===== config.mk =====
export PLATFORM = sky130hd
export DESIGN_NAME = serial_add_sub
export DESIGN_NICKNAME = d
export VERILOG_FILES = /design/src/rtl/serial_arith_pkg.sv /design/src/rtl/full_add_sub_cell.sv /design/src/rtl/serial_add_sub.sv
export SDC_FILE = /design/constraint.sdc
export NUM_CORES = 1
export LEC_CHECK = 0
export CELL_PAD_IN_SITES_DETAIL_PLACEMENT = 1
export CELL_PAD_IN_SITES_GLOBAL_PLACEMENT = 1
export CORE_ASPECT_RATIO = 1.75
export CORE_MARGIN = 5
export CORE_UTILIZATION = 38
export DETAILED_ROUTE_END_ITERATION = 12
export PLACE_DENSITY_LB_ADDON = 0.08
export SYNTH_ARGS = -nofsm -noshare
export SYNTH_HDL_FRONTEND = slang
export SYNTH_HIERARCHICAL = 1
export SYNTH_SLANG_ARGS = --single-unit
export TNS_END_PERCENT = 10

===== constraint.sdc =====
create_clock -name clk -period 1.9 [get_ports clk]
set_input_delay 0.38 -clock clk [delete_from_list [all_inputs] [get_ports clk]]
set_output_delay 0.38 -clock clk [all_outputs]
set_load 0.02 [all_outputs]

===== src/rtl/serial_arith_pkg.sv =====
// Shared definitions for the bit-serial add/subtract datapath:
// controller state encoding and operation select codes.
package serial_arith_pkg;

  typedef enum logic [1:0] {
    IDLE = 2'd0,
    RUN  = 2'd1,
    DONE = 2'd2
  } state_t;

  localparam logic SEL_ADD = 1'b0;
  localparam logic SEL_SUB = 1'b1;

endpackage


===== src/rtl/full_add_sub_cell.sv =====
// Combinational 1-bit add/subtract cell; cout is the carry for add and
// the borrow for subtract.
module full_add_sub_cell
  import serial_arith_pkg::*;
(
  input  logic a,
  input  logic b,
  input  logic cin,
  input  logic select,
  output logic s,
  output logic cout
);

  assign s = a ^ b ^ cin;

  // Borrow is produced when b (plus incoming borrow) exceeds a at this bit.
  assign cout = (select == SEL_SUB) ? ((~a & b) | (cin & ~(a ^ b)))
                                    : ((a & b) | (cin & (a | b)));

endmodule


===== src/rtl/serial_add_sub.sv =====
// Bit-serial WIDTH-bit adder/subtractor: one 1-bit cell, LSB first, with a
// start/done handshake. Result and flags update only on completion.
module serial_add_sub
  import serial_arith_pkg::*;
#(
  parameter int WIDTH = 8
) (
  input  logic             clk,
  input  logic             reset,
  input  logic             start,
  input  logic             select,
  input  logic [WIDTH-1:0] a,
  input  logic [WIDTH-1:0] b,
  output logic             busy,
  output logic             done,
  output logic [WIDTH-1:0] result,
  output logic             c_out,
  output logic             overflow
);

  localparam int CNT_W = $clog2(WIDTH + 1);
  localparam logic [CNT_W-1:0] LAST_BIT = CNT_W'(WIDTH - 1);

  state_t           state;
  logic [WIDTH-1:0] a_sh;
  logic [WIDTH-1:0] b_sh;
  logic [WIDTH-1:0] acc;
  logic [CNT_W-1:0] bit_cnt;
  logic             cy;
  logic             op_sel;
  logic             a_msb;
  logic             b_msb;
  logic             cell_s;
  logic             cell_cout;
  logic             ovf_next;

  full_add_sub_cell u_cell (
    .a      (a_sh[0]),
    .b      (b_sh[0]),
    .cin    (cy),
    .select (op_sel),
    .s      (cell_s),
    .cout   (cell_cout)
  );

  // Evaluated on the final bit-cycle, where cell_s is the result MSB.
  assign ovf_next = (op_sel == SEL_SUB)
                  ? ((a_msb != b_msb) && (cell_s != a_msb))
                  : ((a_msb == b_msb) && (cell_s != a_msb));

  assign busy = (state == RUN);
  assign done = (state == DONE);

  // NOTE: state registers use non-blocking assignments so every flop samples
  // pre-edge values; blocking here would chain the shift registers in one clock.
  always_ff @(posedge clk) begin
    if (reset) begin
      state    <= IDLE;
      a_sh     <= '0;
      b_sh     <= '0;
      acc      <= '0;
      bit_cnt  <= '0;
      cy       <= 1'b0;
      op_sel   <= SEL_ADD;
      a_msb    <= 1'b0;
      b_msb    <= 1'b0;
      result   <= '0;
      c_out    <= 1'b0;
      overflow <= 1'b0;
    end else begin
      case (state)
        IDLE: begin
          if (start) begin
            a_sh    <= a;
            b_sh    <= b;
            op_sel  <= select;
            a_msb   <= a[WIDTH-1];
            b_msb   <= b[WIDTH-1];
            bit_cnt <= '0;
            cy      <= 1'b0;
            state   <= RUN;
          end
        end
        RUN: begin
          a_sh    <= a_sh >> 1;
          b_sh    <= b_sh >> 1;
          acc     <= {cell_s, acc[WIDTH-1:1]};
          cy      <= cell_cout;
          bit_cnt <= bit_cnt + 1'b1;
          if (bit_cnt == LAST_BIT) begin
            // Outputs take the completed word, including this cycle's MSB.
            result   <= {cell_s, acc[WIDTH-1:1]};
            c_out    <= cell_cout;
            overflow <= ovf_next;
            state    <= DONE;
          end
        end
        DONE:    state <= IDLE;
        default: state <= IDLE;
      endcase
    end
  end

endmodule


==> results of run 1 <==
[through the flow]
step                      setup WS, ps  power (uW)  cells  hold slack [ps]
after CTS                         56.6        1840    300              476
after global routing              23.0        1900    300              482
final                             78.9        1810    300              473
after global placement             201        1190    292              445
after floorplan                    432        1130    220              437
after detailed placement           165        1210    292              464
[power groups by stage]
stage          clock network, uW  logic [uW]  registers [uW]
2_1_floorplan                  0         148             979
3_3_place_gp                   0         206             987
3_5_place_dp                   0         215             990
4_1_cts                      653         216             969
5_1_grt                      690         236             975
6_report                     631         212             968
[placed cells by master (no fill, tap or decap)]
master           netlist  routed
a21oi_1               24      24
a311oi_1              14      14
a311oi_2               2       2
a31oi_1                1       1
and3b_1                1       1
buf_12                 0       2
buf_4                  1       5
clkbuf_1               5       1
clkbuf_8               0       7
clkdlybuf4s50_1        0      30
clkinv_4               1       1
dfxtp_1               43      41
dfxtp_2                0       2
dlygate4sd2_1          0       1
fa_1                   2       2
ha_1                   1       1
inv_1                  3       3
mux2i_1                3       3
nand2_1               53      53
nand2b_1               1       1
nand2b_4               1       1
nand3_1               13      13
nand3b_1               1       1
nor2_1                16      16
nor2b_1                4       4
nor3_1                 2       2
nor3b_1                1       1
o211a_1                1       1
o21ai_0                9       9
o21ba_1                1       1
o21bai_1               1       1
or3_1                  1       1
or3b_1                 1       1
xnor2_1                1       1
[sequential cells by signal, summed over array words and instances, names as in the netlist]
name / count
a_msb: 1
op_sel: 1
acc: 7
b_sh: 8
result: 8
a_sh: 8
cy: 1
b_msb: 1
c_out: 1
bit_cnt: 4
overflow: 1
state: 2
[cells by family (layout without fill, tap and decap cells)]
kind of cell	count (synthesis)	after routing	share of synthesized area
multiplexers	3	3	0.0161
AND/OR/NAND/NOR	95	95	0.224
adder cells (fa/ha/maj)	3	3	0.0282
XOR/XNOR	1	1	0.00470
AO/OA/AOI/OAI	53	53	0.189
buffers and inverters	22	50	0.0765
flip-flops	43	43	0.462
[worst max-delay path, stage by stage, from the launching register on]
cell             delay [ps]
dfxtp_2                 360
nand2b_4                160
clkinv_4                 40
clkdlybuf4s50_1         590
[worst paths after layout]
path              cells past startpoint  slack, ps             startpoint                     to
setup / recovery                      3         80  state[1]$_SDFFE_PP0P_                   busy
hold / removal                        2        470   a_sh[7]$_SDFFE_PP0P_   a_sh[7]$_SDFFE_PP0P_
setup reg to reg                      5        270   b_sh[0]$_SDFFE_PP0P_  overflow$_SDFFE_PP0P_
hold reg to reg                       2        470   a_sh[7]$_SDFFE_PP0P_   a_sh[7]$_SDFFE_PP0P_
[per-layer routing]
| layer | global-route usage | share of wire | routed length (um) |
|---|---|---|---|
| met1 | 0.158 | 0.40 | 1790 |
| met2 | 0.285 | 0.54 | 2450 |
| met3 | 0.0294 | 0.042 | 190 |
| met4 | 0.0588 | 0.016 | 71 |
| met5 | 0 | 0 | 0 |
[what timing repair did]
action / in CTS / in global routing
endpoints found under the setup margin: 2 / 0
hold buffers: 0 / 0
gates resized for setup: 3 / 0
[area by class of cell]
class,count,area share
tap,52,0.0283
sequential,43,0.376
inverter,4,0.00872
clock buffer,8,0.0436
multi-input combinational,155,0.375
timing repair buffer,38,0.168
==> metrics.txt, run 1 <==
outcome=finished clean; top cells by area, synth=dfxtp_1 (46%), nand2_1 (11%), a311oi_1 (6.6%), a21oi_1 (6.4%), buf_6 (3.6%); worst path required time=1520 ps; cell area after synthesis=0.00186 mm2; post-synthesis cell type count=32; area of the multi-input gates=861 um2; number of global-route vias before repair=1705; CP Launch Type=flop; Syn Nets=243; clk_lat worst skew=290 ps; GRT Util Overall=0.149; Switch Pwr=438 uW; Reg area=863 um2; critical path fanouts, max=8; Avg Vias per Cell=5.45; PortBufs=31; synthesized area per cell=8.47 um2; initial antenna violation count=0; max_slew headroom=0.693; final core utilization=0.488; global route overflow=0; CP arrival=1440 ps; pwr/cell area=789 mW/mm2; post-CTS setup buffer count=0; Die W=62.9 um; layout cells sized above 1=0.0806; Detailed Route Iter0 Violations=54; Final setup violation count=0; Core Area=0.00471 mm2; clk buf depth=2; filler instances=577; sequential share of power=0.534; HPWL after DPL=3210 um; synthesized flop and latch total=43; kind of critical path=flop to output port; sw frac=0.242; DR vias=1634; die span in y=103 um; Root Driver=clkbuf_8; Worst Hold Class=flop to flop; clock slew at reported path FFs=80 ps; wire length per cell=15.0 um; CTS tree=yes; commonest register cell after synthesis=dfxtp_1; most instantiated cells after synthesis=nand2_1 (53), dfxtp_1 (43), a21oi_1 (24), nor2_1 (16), a311oi_1 (14); Ant. Diodes=0; TritonCTS Sinks=43; largest net degree at the start of global routing=44; share of the synthesized area in the top cell type=0.462; Nets=270; pin slew with the least headroom to its limit=459 ps; number of flops mapped to enable cells by yosys=0; CP endpoint kind=output port; shortest period the worst path allows=1820 ps; Post-DP Area=0.00219 mm2; Comb pwr share=0.117; Clock Skew=4.40 ps; Initial Util=0.396; post-synthesis cell count=220; die area=0.00646 mm2; first-pass GRT wire length=7840 um; number of detailed-route iterations in the first pass=4; final setup TNS=0 ps; Pleak=0.000833 uW; gpl congestion=0.738; Max Slew Vio Count=0; Final Hold Vio Count=0; top-count cell post-synth=nand2_1; Final ANT Viol Nets=0; H-tree Lvls=2; Fmax=549 MHz; synth warn=6; Routed WL=4510 um; MaxCap Viol Count=0; CTS Buf Count=5; top cell type by total area after synthesis=dfxtp_1; Ports=32; period utilization=0.958; RSZ-0062 raised after global routing=no; sequential element share of the synthesized area=0.462; row cnt=33; VDD IR-drop max=470 uV; Power Internal=1370 uW; Clk pwr share=0.349; ys async rst share=0; post-route design area=0.00230 mm2; DRC=0; P&R area growth vs syn=23.2%
Note: power is estimated with default switching activity, not from simulation.
==> inputs of run 2 (changes only) <==
--- a/config.mk
+++ b/config.mk
@@ -9,11 +9,10 @@
 export CELL_PAD_IN_SITES_GLOBAL_PLACEMENT = 1
 export CORE_ASPECT_RATIO = 1.75
 export CORE_MARGIN = 5
-export CORE_UTILIZATION = 38
+export CORE_UTILIZATION = 39
 export DETAILED_ROUTE_END_ITERATION = 12
 export PLACE_DENSITY_LB_ADDON = 0.08
 export SYNTH_ARGS = -nofsm -noshare
 export SYNTH_HDL_FRONTEND = slang
-export SYNTH_HIERARCHICAL = 1
 export SYNTH_SLANG_ARGS = --single-unit
 export TNS_END_PERCENT = 10
==> metrics.txt, run 2 <==
outcome=finished clean; number of flops mapped to enable cells by yosys=0 (unchanged); Post-DP Area=0.00237 mm2 (+7.9%); row cnt=34 (+3.0%); TritonCTS Sinks=43 (unchanged); post-cts resize count=0 (-3); Initial Util=0.404 (+0.00816); R2R cell count=5 (unchanged); most common cell after layout, fill and taps aside=a21oi_1; Cells after DPL=315 (+7.9%); top cell type by total area after synthesis=dfxtp_1; synth warn=0 (-6); most frequent cells in the layout=a21oi_1 (45), dfxtp_1 (43), clkdlybuf4s50_1 (30); Pwr Total=1830 uW (+1.1%); DR vias=1793 (+9.7%); post-synthesis cell type count=37 (+16%); Root Driver=clkbuf_8; shortest period the worst path allows=1770 ps (-49.1 ps); post-route design area=0.00245 mm2 (+6.9%); CTS Buf Count=5 (unchanged); critical path fanouts, max=3 (-5); die area=0.00675 mm2 (+4.5%); met1 wire length=2170 um (+21%); RSZ-0062 raised after global routing=no; Avg Vias per Cell=5.55 (+1.9%); ys async rst share=0 (unchanged); layout cells sized above 1=0.115 (+0.0346); Routed WL=5070 um (+12%); max_slew headroom=0.726 (+0.0330); clock slew at reported path FFs=80 ps (about the same); Clock Skew=3.38 ps (-1.02 ps); WL met3=136 um (-28%); Detailed Route Iter0 Violations=54 (unchanged); initial antenna violation count=0 (unchanged); top cells by area, synth=dfxtp_1 (43%), a21oi_1 (11%), o221a_2 (5.0%), nand2_1 (4.5%), nor2_1 (3.0%); kind of critical path=flop to output port; wire length per cell=15.7 um (+4.5%); Worst Hold Class=flop to flop; Core Area=0.00498 mm2 (+5.7%); MaxCap Viol Count=0 (unchanged); largest net degree at the start of global routing=44 (unchanged); synthesized area per cell=8.38 um2 (-1.1%); global route overflow=0 (unchanged); post-CTS setup buffer count=0 (unchanged); Hold WS=461 ps (-11.7 ps); filler instances=616 (+6.8%); worst path required time=1520 ps (about the same); VDD IR-drop max=516 uV (+9.8%); Final setup violation count=0 (unchanged); sequential element share of the synthesized area=0.428 (-0.0339); top layer reached by signal wires=met4; Hold-fix buffers, CTS=0 (unchanged); post-synthesis cell count=240 (+9.1%); die span in y=105 um (+2.3%); synthesized flop and latch total=43 (unchanged); cell area after synthesis=0.00201 mm2 (+7.9%); CP Launch Type=flop; P&R area growth vs syn=22.0%; Final Hold Vio Count=0 (unchanged); GRT Util Overall=0.159 (+0.00923); Fmax=564 MHz (+2.8%); Max Slew Vio Count=0 (unchanged); Nets=291 (+7.8%); most instantiated cells after synthesis=a21oi_1 (45), dfxtp_1 (43), nand2_1 (24), nor2_1 (16), inv_1 (12); H-tree Lvls=2 (unchanged); Syn Nets=263 (+8.2%); Pleak=0.000921 uW (+11%); HPWL after DPL=3430 um (+6.8%); top-count cell post-synth=a21oi_1; clk buf depth=2 (unchanged); DRC=0 (unchanged); gpl congestion=0.727 (-1.5%); Ant. Diodes=0 (unchanged); Die W=64.3 um (+2.1%); first-pass GRT wire length=8720 um (+11%); Final ANT Viol Nets=0 (unchanged); pwr/cell area=746 mW/mm2 (-5.4%); CP arrival=1390 ps (-50 ps); hold depth=2 (unchanged); clk_lat worst skew=300 ps (about the same); pin slew with the least headroom to its limit=410 ps (-49.4 ps); share of the synthesized area in the top cell type=0.428 (-0.0339); CP endpoint kind=output port; period utilization=0.933 (-0.0258); PortBufs=31 (unchanged); commonest register cell after synthesis=dfxtp_1; number of detailed-route iterations in the first pass=4 (unchanged); CTS tree=yes; Ports=32 (unchanged); final core utilization=0.493 (+0.00519); number of global-route vias before repair=1865 (+9.4%); Final Non-Filler Cells=323 (+7.7%); metal2 WL=2680 um (+9.2%); Top Registers=a_sh: 8 flops, b_sh: 8 flops, result: 8 flops
==> run 2: cell types whose count changed in the layout (fill, tap and decap cells not counted), moves of 3 or more <==
cell,change
o221a_2,+9
nand2b_1,+5
nand3_1,-4
o22a_1,+6
buf_4,+4
or3b_1,+3
a21oi_1,+21
a311oi_1,-13
nor3_1,+3
nand2_1,-29
inv_1,+9
clkinv_2,+3
==> run 2: logic make-up after synthesis <==
family	after synthesis	share of synthesized area
xor+xnor	1	0.00435
fa+ha+maj	3	0.0261
compound gates	79	0.252
simple gates	79	0.200
buf+inv	33	0.0790
mux	2	0.00995
flops	43	0.428
==> run 2: final timing paths <==
| kind | from | to | slack (ps) |
|---|---|---|---|
| max reg2reg | b_sh[0]$_SDFFE_PP0P_ | overflow$_SDFFE_PP0P_ | 180 |
| max | state[1]$_SDFFE_PP0P_ | done | 130 |
| min | acc[1]$_SDFFE_PP0P_ | acc[1]$_SDFFE_PP0P_ | 460 |
| min reg2reg | acc[1]$_SDFFE_PP0P_ | acc[1]$_SDFFE_PP0P_ | 460 |
==> run 2: cell type report <==
class	count	area, um2	area share
multi-input cells	164	992	0.404
flip-flops and latches	43	861	0.351
repair buffers	41	400	0.163
clock buffers	5	68.8	0.0280
well taps	54	67.6	0.0275
inverters	13	48.8	0.0199
clock inverters	3	15.0	0.00612
==> run 2: per-layer routing <==
layer / global-route usage / up-vias
li1: - / 885
met1: 0.181 / 880
met2: 0.279 / 21
met3: 0.0344 / 7
met4: 0.0611 / 0
met5: 0 / -
==> run 2: per-stage QoR <==
step,setup WS [ps],TNS [ps]
floorplan,390,0
global placement,35.5,0
detailed placement,-8.50,-22.9
CTS,46.9,0
global route,38.3,0
finish,128,0
==> run 2: power by group <==
part | switching, uW | internal (uW)
sequential | 36.0 | 943
combinational | 137 | 135
clock | 327 | 252
total | 500 | 1330
==> run 2: critical path, stage by stage (launching register included) <==
cell and delay, ps:
dfxtp_1 340, nor2b_1 140, clkdlybuf4s50_1 610
==> inputs of run 3 (changes only) <==
--- a/config.mk
+++ b/config.mk
@@ -12,6 +12,7 @@
 export CORE_UTILIZATION = 39
 export DETAILED_ROUTE_END_ITERATION = 12
 export PLACE_DENSITY_LB_ADDON = 0.08
+export SKIP_LAST_GASP = 1
 export SYNTH_ARGS = -nofsm -noshare
 export SYNTH_HDL_FRONTEND = slang
 export SYNTH_SLANG_ARGS = --single-unit
==> results of run 3 <==
Same layout as run 2: the final DEF is identical, and so are final timing and power.
